File: src/rtl/poc_control_unit.sv
// Fetch/decode/execute sequencer for the POC datapath.
// Drives ALU selects, register loads and a req/ack memory handshake with watchdog.
module poc_control_unit #(
   parameter int NREG        = 8,
   parameter int MEM_TIMEOUT = 15
) (
   input  logic            clk,
   input  logic            rst,
   input  logic [7:0]      instr,
   input  logic            lsb,
   input  logic            neg,
   input  logic            mem_ack,
   output logic [3:0]      alu_sel,
   output logic [3:0]      b_sel,
   output logic [NREG-1:0] reg_ld,
   output logic            ac_ld,
   output logic            ir_ld,
   output logic            mdr_ld,
   output logic            pc_inc,
   output logic            pc_ld,
   output logic            addr_sel,
   output logic            mem_rd,
   output logic            mem_wr,
   output logic            illegal,
   output logic            halted,
   output logic            err
);

   localparam int WDW = $clog2(MEM_TIMEOUT + 1);

   localparam logic [3:0] OP_NOP  = 4'h0;
   localparam logic [3:0] OP_ALU  = 4'h1;
   localparam logic [3:0] OP_SELB = 4'h2;
   localparam logic [3:0] OP_STAC = 4'h3;
   localparam logic [3:0] OP_LDM  = 4'h4;
   localparam logic [3:0] OP_STM  = 4'h5;
   localparam logic [3:0] OP_JMPN = 4'h6;
   localparam logic [3:0] OP_JMPL = 4'h7;
   localparam logic [3:0] OP_JMP  = 4'h8;
   localparam logic [3:0] OP_HALT = 4'hF;

   // REG_LD is the second beat of a register write-back (reg_ld strobe)
   typedef enum logic [3:0] {
      S_FETCH,
      S_DECODE,
      S_EXEC_ALU,
      S_ALU_WB,
      S_REG_WB,
      S_REG_LD,
      S_MEM_WAIT,
      S_HALT,
      S_ERROR
   } state_e;

   state_e         state_q, state_d;
   logic [WDW-1:0] wd_q, wd_d;
   logic [3:0]     b_sel_q, b_sel_d;

   logic [3:0] op;
   logic [3:0] arg;
   logic       reg_ok;
   logic       alu_ok;
   logic       wd_expire;

   assign op        = instr[7:4];
   assign arg       = instr[3:0];
   assign reg_ok    = 32'(arg) < NREG;
   assign alu_ok    = (arg != 4'h0) && (arg < 4'hE);
   assign wd_expire = (32'(wd_q) + 32'd1) == MEM_TIMEOUT;
   assign b_sel     = b_sel_q;

   always_ff @(posedge clk) begin
      if (rst) begin
         state_q <= S_FETCH;
         wd_q    <= '0;
         b_sel_q <= '0;
      end else begin
         state_q <= state_d;
         wd_q    <= wd_d;
         b_sel_q <= b_sel_d;
      end
   end

   always_comb begin
      state_d  = state_q;
      wd_d     = '0;
      b_sel_d  = b_sel_q;
      alu_sel  = 4'h0;
      reg_ld   = '0;
      ac_ld    = 1'b0;
      ir_ld    = 1'b0;
      mdr_ld   = 1'b0;
      pc_inc   = 1'b0;
      pc_ld    = 1'b0;
      addr_sel = 1'b0;
      mem_rd   = 1'b0;
      mem_wr   = 1'b0;
      illegal  = 1'b0;
      halted   = 1'b0;
      err      = 1'b0;
      if (!rst) begin
         case (state_q)
            S_FETCH: begin
               mem_rd = 1'b1;
               if (mem_ack) begin
                  ir_ld   = 1'b1;
                  pc_inc  = 1'b1;
                  state_d = S_DECODE;
               end else if (wd_expire) begin
                  state_d = S_ERROR;
               end else begin
                  wd_d = wd_q + WDW'(1);
               end
            end
            S_DECODE: begin
               state_d = S_FETCH;
               case (op)
                  OP_NOP: state_d = S_FETCH;
                  OP_ALU: begin
                     if (alu_ok) state_d = S_EXEC_ALU;
                     else        illegal = 1'b1;
                  end
                  OP_SELB: begin
                     if (reg_ok) b_sel_d = arg;
                     else        illegal = 1'b1;
                  end
                  OP_STAC: begin
                     if (reg_ok) state_d = S_REG_WB;
                     else        illegal = 1'b1;
                  end
                  OP_LDM: begin
                     mem_rd   = 1'b1;
                     addr_sel = 1'b1;
                     state_d  = S_MEM_WAIT;
                  end
                  OP_STM: begin
                     mem_wr   = 1'b1;
                     addr_sel = 1'b1;
                     state_d  = S_MEM_WAIT;
                  end
                  OP_JMPN: pc_ld = neg;
                  OP_JMPL: pc_ld = lsb;
                  OP_JMP:  pc_ld = 1'b1;
                  OP_HALT: state_d = S_HALT;
                  default: illegal = 1'b1;
               endcase
            end
            S_EXEC_ALU: begin
               alu_sel = arg;
               state_d = S_ALU_WB;
            end
            S_ALU_WB: begin
               ac_ld   = 1'b1;
               state_d = S_FETCH;
            end
            S_REG_WB: begin
               alu_sel = 4'h1;
               state_d = S_REG_LD;
            end
            S_REG_LD: begin
               reg_ld  = {{(NREG-1){1'b0}}, 1'b1} << arg;
               state_d = S_FETCH;
            end
            S_MEM_WAIT: begin
               addr_sel = 1'b1;
               mem_rd   = (op == OP_LDM);
               mem_wr   = (op == OP_STM);
               if (mem_ack) begin
                  mdr_ld  = (op == OP_LDM);
                  state_d = S_FETCH;
               end else if (wd_expire) begin
                  state_d = S_ERROR;
               end else begin
                  wd_d = wd_q + WDW'(1);
               end
            end
            S_HALT:  halted = 1'b1;
            S_ERROR: err = 1'b1;
            default: state_d = S_ERROR;
         endcase
      end
   end

endmodule

File: config.mk
export PLATFORM = sky130hd
export DESIGN_NAME = poc_control_unit
export DESIGN_NICKNAME = d
export VERILOG_FILES = /design/src/rtl/poc_control_unit.sv
export SDC_FILE = /design/constraint.sdc
export NUM_CORES = 1
export LEC_CHECK = 0
export ABC_AREA = 1
export ABC_CLOCK_PERIOD_IN_PS = 3400
export CORE_MARGIN = 2
export CORE_UTILIZATION = 30
export DETAILED_ROUTE_END_ITERATION = 8
export PLACE_DENSITY = 0.57
export SYNTH_ARGS = -nofsm -noshare
export SYNTH_HDL_FRONTEND = slang
export SYNTH_SLANG_ARGS = --single-unit
File: constraint.sdc
create_clock -name clk -period 3.4 [get_ports clk]
set_input_delay 0.85 -clock clk [delete_from_list [all_inputs] [get_ports clk]]
set_output_delay 0.85 -clock clk [all_outputs]
set_load 0.01 [all_outputs]
Word level (Yosys, flattened, before mapping)
Index checks and enable logic that the tools add are counted.

Register bits: 12. Input port bits: 13. Output and inout port bits: 27. Logic and storage cells: 79.

Add/sub/neg operators: 2. Order comparisons: 2. Equality and inequality tests: 18. Shift-type cells: 1. Mux-type cells: 40. Bitwise gates (word level): 1. Reductions and logical operators: 12.

Operators by type and width (count): 4-bit by 3-bit == test with 1-bit output (second input constant) (8); 4-bit case mux with 7 select lines (1); 1-bit 2-to-1 mux (24); 4-bit by 2-bit == test with 1-bit output (second input constant) (4); 4-bit 2-to-1 mux (4); 8-bit 2-to-1 mux (2); 4-bit == test (second input constant) (3); 3-bit case mux with 4 select lines (1); 2-bit OR reduction (5); 1-bit case mux with 3 select lines (3); 4-bit by 1-bit == test with 1-bit output (second input constant) (2); 4-bit logical NOT (2); 4-bit < comparator (second input constant) (2); 4-bit case mux with 2 select lines (1); 1-bit by 4-bit << shifter with 8-bit output (first input constant) (1); 7-bit OR reduction (1); 4-bit by 1-bit adder with 5-bit output (second input constant) (1); 5-bit by 4-bit == test with 1-bit output (second input constant) (1); 4-bit by 1-bit adder with 4-bit output (second input constant) (1); 1-bit case mux with 2 select lines (2); 4-bit nonzero test (1); 4-bit OR reduction (1); 3-bit 2-to-1 mux (1); 3-bit AND reduction (1); other kinds (3) (3).

Logic depth before layout (Yosys ltp)
Word-level depth: 6. Depth in mapped cells: 8. Mapped depth without buffers: 8.

Worst setup path after synthesis
No wires, ideal clock.

Path type: input to output. Start: input rst. End: output mdr_ld. Arrival time: 1.468 ns. Data required time: 2.550 ns. Slack: 1.082 ns. Cell stages on the path: 4. Buffers on the path: 1. Path through: inv_2 buf_2 nand2_1 nor3_1.

Word-level cells in the longest chain between the ends: 1.

RTL lines: start: declaration (RTL line 8) `input logic rst,`; 1-bit 2-to-1 mux (RTL line 101) `if (!rst) begin`; end: declaration (RTL line 18) `output logic mdr_ld,`.

Every way passes these cells.

Final worst setup path
Start: input rst. End: output alu_sel[1].

Word-level cells in the longest chain between the ends: 1.

RTL lines: 4-bit 2-to-1 mux (RTL line 101); end: declaration (RTL line 13) `output logic [3:0] alu_sel,`.

Every way passes these cells.

==> impl_metrics.json <==
{
  "grt_pass1_vias": 1109,
  "max-slew-margin-rel_pct": 79.4,
  "viasPerCell": 4.87,
  "hold_viol": 0,
  "crit_chain": "clkdlybuf4s50_1 > inv_4 > nand2_1 > buf_4 > nor3_1 > clkdlybuf4s50_1",
  "clk_pin_slew_worst_paths_ns": 0.07,
  "reg2reg_setup_slack_ns": 2.13,
  "finalSetupViolCount": 0,
  "rsz0062_at_grt": "no",
  "synth_fp_nets": 179,
  "worst_path_most_repeated_cell": "clkdlybuf4s50_1",
  "coreArea_um2": 3000,
  "status": "finished, final reports clean",
  "max_freq_mhz": 304,
  "arrival_ns": 2.44,
  "period_share_pct": 96.9,
  "rr_startpoint": "state_q[0]",
  "grt_max_degree": 13,
  "power.density_nw_per_um2": 264,
  "setup_ws_ns": 0.107,
  "antenna_found_initial": 0,
  "dp_hpwl_um": 2340,
  "slowest_stage": "clkdlybuf4s50_1",
  "r2r_end": "b_sel[0]",
  "yosysWarnings": 0,
  "die_y_um": 59.9,
  "max_stage_delay_ns": 0.57,
  "wire_per_inst_um": 11.4,
  "cts_hold_buf": 0,
  "initial_core_util_pct": 31.3,
  "setup.worst_path.end_class": "primary output",
  "dr.pass1.iters": 4,
  "grt_first_pass_wirelength_um": 4590,
  "finalSetupTns_ns": 0,
  "endpoint": "alu_sel[1]",
  "fin_crit_ns": 3.29,
  "std_cell_rows": 20,
  "h-tree-depth": 1,
  "min_path_type": "flip-flop to flip-flop",
  "drv_cap": 0,
  "cts_tree": "done",
  "io_buffers": 39,
  "track_usage_pct": 16.4,
  "whs_ns": 0.452,
  "drc": 0,
  "clockBufferDepth": 2,
  "cp.required_ns": 2.55,
  "grt_overflow": 0,
  "critPathMaxFanout": 11,
  "path_class": "input pin to primary output",
  "ys_seq_elements": 12,
  "leakage_nw": 0.646,
  "root_buffer": "clkbuf_4",
  "die-area_um2": 3590,
  "fill_cells": 323,
  "ant_nets": 0,
  "diodes": 0,
  "ios": 40,
  "peakVddDrop_uv": 97.1,
  "yosysSeqAreaShare_pct": 25.6,
  "skew_ns": 0.00680,
  "clock_latency_ns": 0.28,
  "vias": 1204,
  "synth_cell_types": 22,
  "avgSynthCellArea_um2": 5.72,
  "drv_slew": 0,
  "rr_worst_depth": 5,
  "syn_to_final_growth_pct": 57.1,
  "synth_area_um2": 938,
  "finalNetCount": 230,
  "clock-sinks": 12,
  "final_util_pct": 49.1,
  "drive_gt1_share_pct": 13.6,
  "die_w_um": 59.9,
  "syn_inst": 164,
  "drt_iter0_markers": 28,
  "gp_congestion": 0.894,
  "tightest_slew_ns": 0.307,
  "drt_wl_total_um": 2810,
  "place_ws_ns": 0.0379,
  "cts_buffers": 3,
  "startpoint_type": "input pin",
  "startpoint": "rst"
}
## worst max-delay path: cells and delay by family
family / cells / cell delay (ns)
buffers and inverters: 4 / 1.34
and+or+nand+nor: 2 / 0.25
## placed cells by master, fill, tap and decap left out, types with 3 or more instances in the layout
| cell type | n |
|---|---|
| clkdlybuf4s50_1 | 37 |
| clkbuf_4 | 3 |
| dfxtp_1 | 12 |
| nand3_1 | 13 |
| a21oi_1 | 8 |
| nand4_1 | 4 |
| buf_4 | 9 |
| inv_2 | 6 |
| inv_1 | 22 |
| nand2_1 | 35 |
| nor2_2 | 5 |
| o21ai_1 | 3 |
| nor3_1 | 9 |
| nor2_1 | 31 |
## cells in the mapped netlist
library cell	number	area share (%)
a21oi_1	8	4.3
a21oi_4	1	1.7
a22o_1	1	0.93
buf_2	1	0.53
buf_4	1	0.80
dfxtp_1	12	26
ha_1	2	2.7
inv_1	22	8.8
inv_2	7	2.8
nand2_1	35	14
nand2_2	2	1.3
nand3_1	13	6.9
nand3_2	1	1.1
nand4_1	4	2.7
nor2_1	33	13
nor2_2	3	2.0
nor3_1	9	4.8
nor4_1	2	1.3
o211ai_1	1	0.80
o21a_1	1	0.80
o21ai_1	3	1.6
o22ai_1	2	1.3
## final cells by class
type | count | area [µm²] | share of cell area [%]
well taps | 33 | 41.3 | 2.80
inverters | 29 | 111 | 7.56
flip-flops and latches | 12 | 240 | 16.3
repair buffers | 48 | 463 | 31.4
multi-input cells | 121 | 582 | 39.5
clock buffers | 4 | 36.3 | 2.46
## how the worst min path moves through the flow
stage              from       end  slack, ns  depth (start not counted)
4_1_cts        b_sel[0]  b_sel[0]       0.46                          2
2_1_floorplan   wd_q[0]   wd_q[0]       0.44                          1
3_3_place_gp   b_sel[0]  b_sel[0]       0.44                          2
3_5_place_dp   b_sel[0]  b_sel[0]       0.44                          2
6_report       b_sel[1]  b_sel[1]       0.45                          2
5_1_grt        b_sel[1]  b_sel[1]       0.47                          2
## power breakdown
| group | total [mW] | internal (mW) | switching [mW] | leakage, nW |
|---|---|---|---|---|
| clock network | 0.114 | 0.0651 | 0.0493 | 0.0210 |
| logic | 0.122 | 0.0550 | 0.0673 | 0.528 |
| registers | 0.153 | 0.146 | 0.00682 | 0.0972 |
| total | 0.390 | 0.266 | 0.123 | 0.646 |
## sequential cells by signal, indices dropped and copies added (netlist names)
register and cells:
state_q 4, b_sel 4, wd_q 4
## layer usage
layer	share of wire, %	global-route usage (%)	vias up
li1	-	-	632
met1	44	20.7	529
met2	48	27.2	39
met3	7.1	3.90	4
met4	1.3	5.71	0
met5	0	0	-
## cells by family after synthesis
logic type	count (synthesis)	share of synthesized area, %
AND/OR/NAND/NOR	102	47.3
buffers and inverters	31	12.9
AO/OA/AOI/OAI	17	11.5
flip-flops	12	25.6
adder cells (fa/ha/maj)	2	2.67
## stage by stage
stage | power, mW | cells | cell area [µm²]
3_5_place_dp | 0.275 | 241 | 1410
2_1_floorplan | 0.222 | 164 | 938
4_1_cts | 0.391 | 245 | 1450
6_report | 0.390 | 247 | 1470
3_3_place_gp | 0.276 | 241 | 1410
5_1_grt | 0.414 | 247 | 1470
## what timing repair did
action | in CTS | in global routing
buffers inserted | 0 | 2
setup endpoints to repair | 0 | 4
gates resized for setup | 0 | 5
No activity file was read; power rests on OpenSTA's default activity.
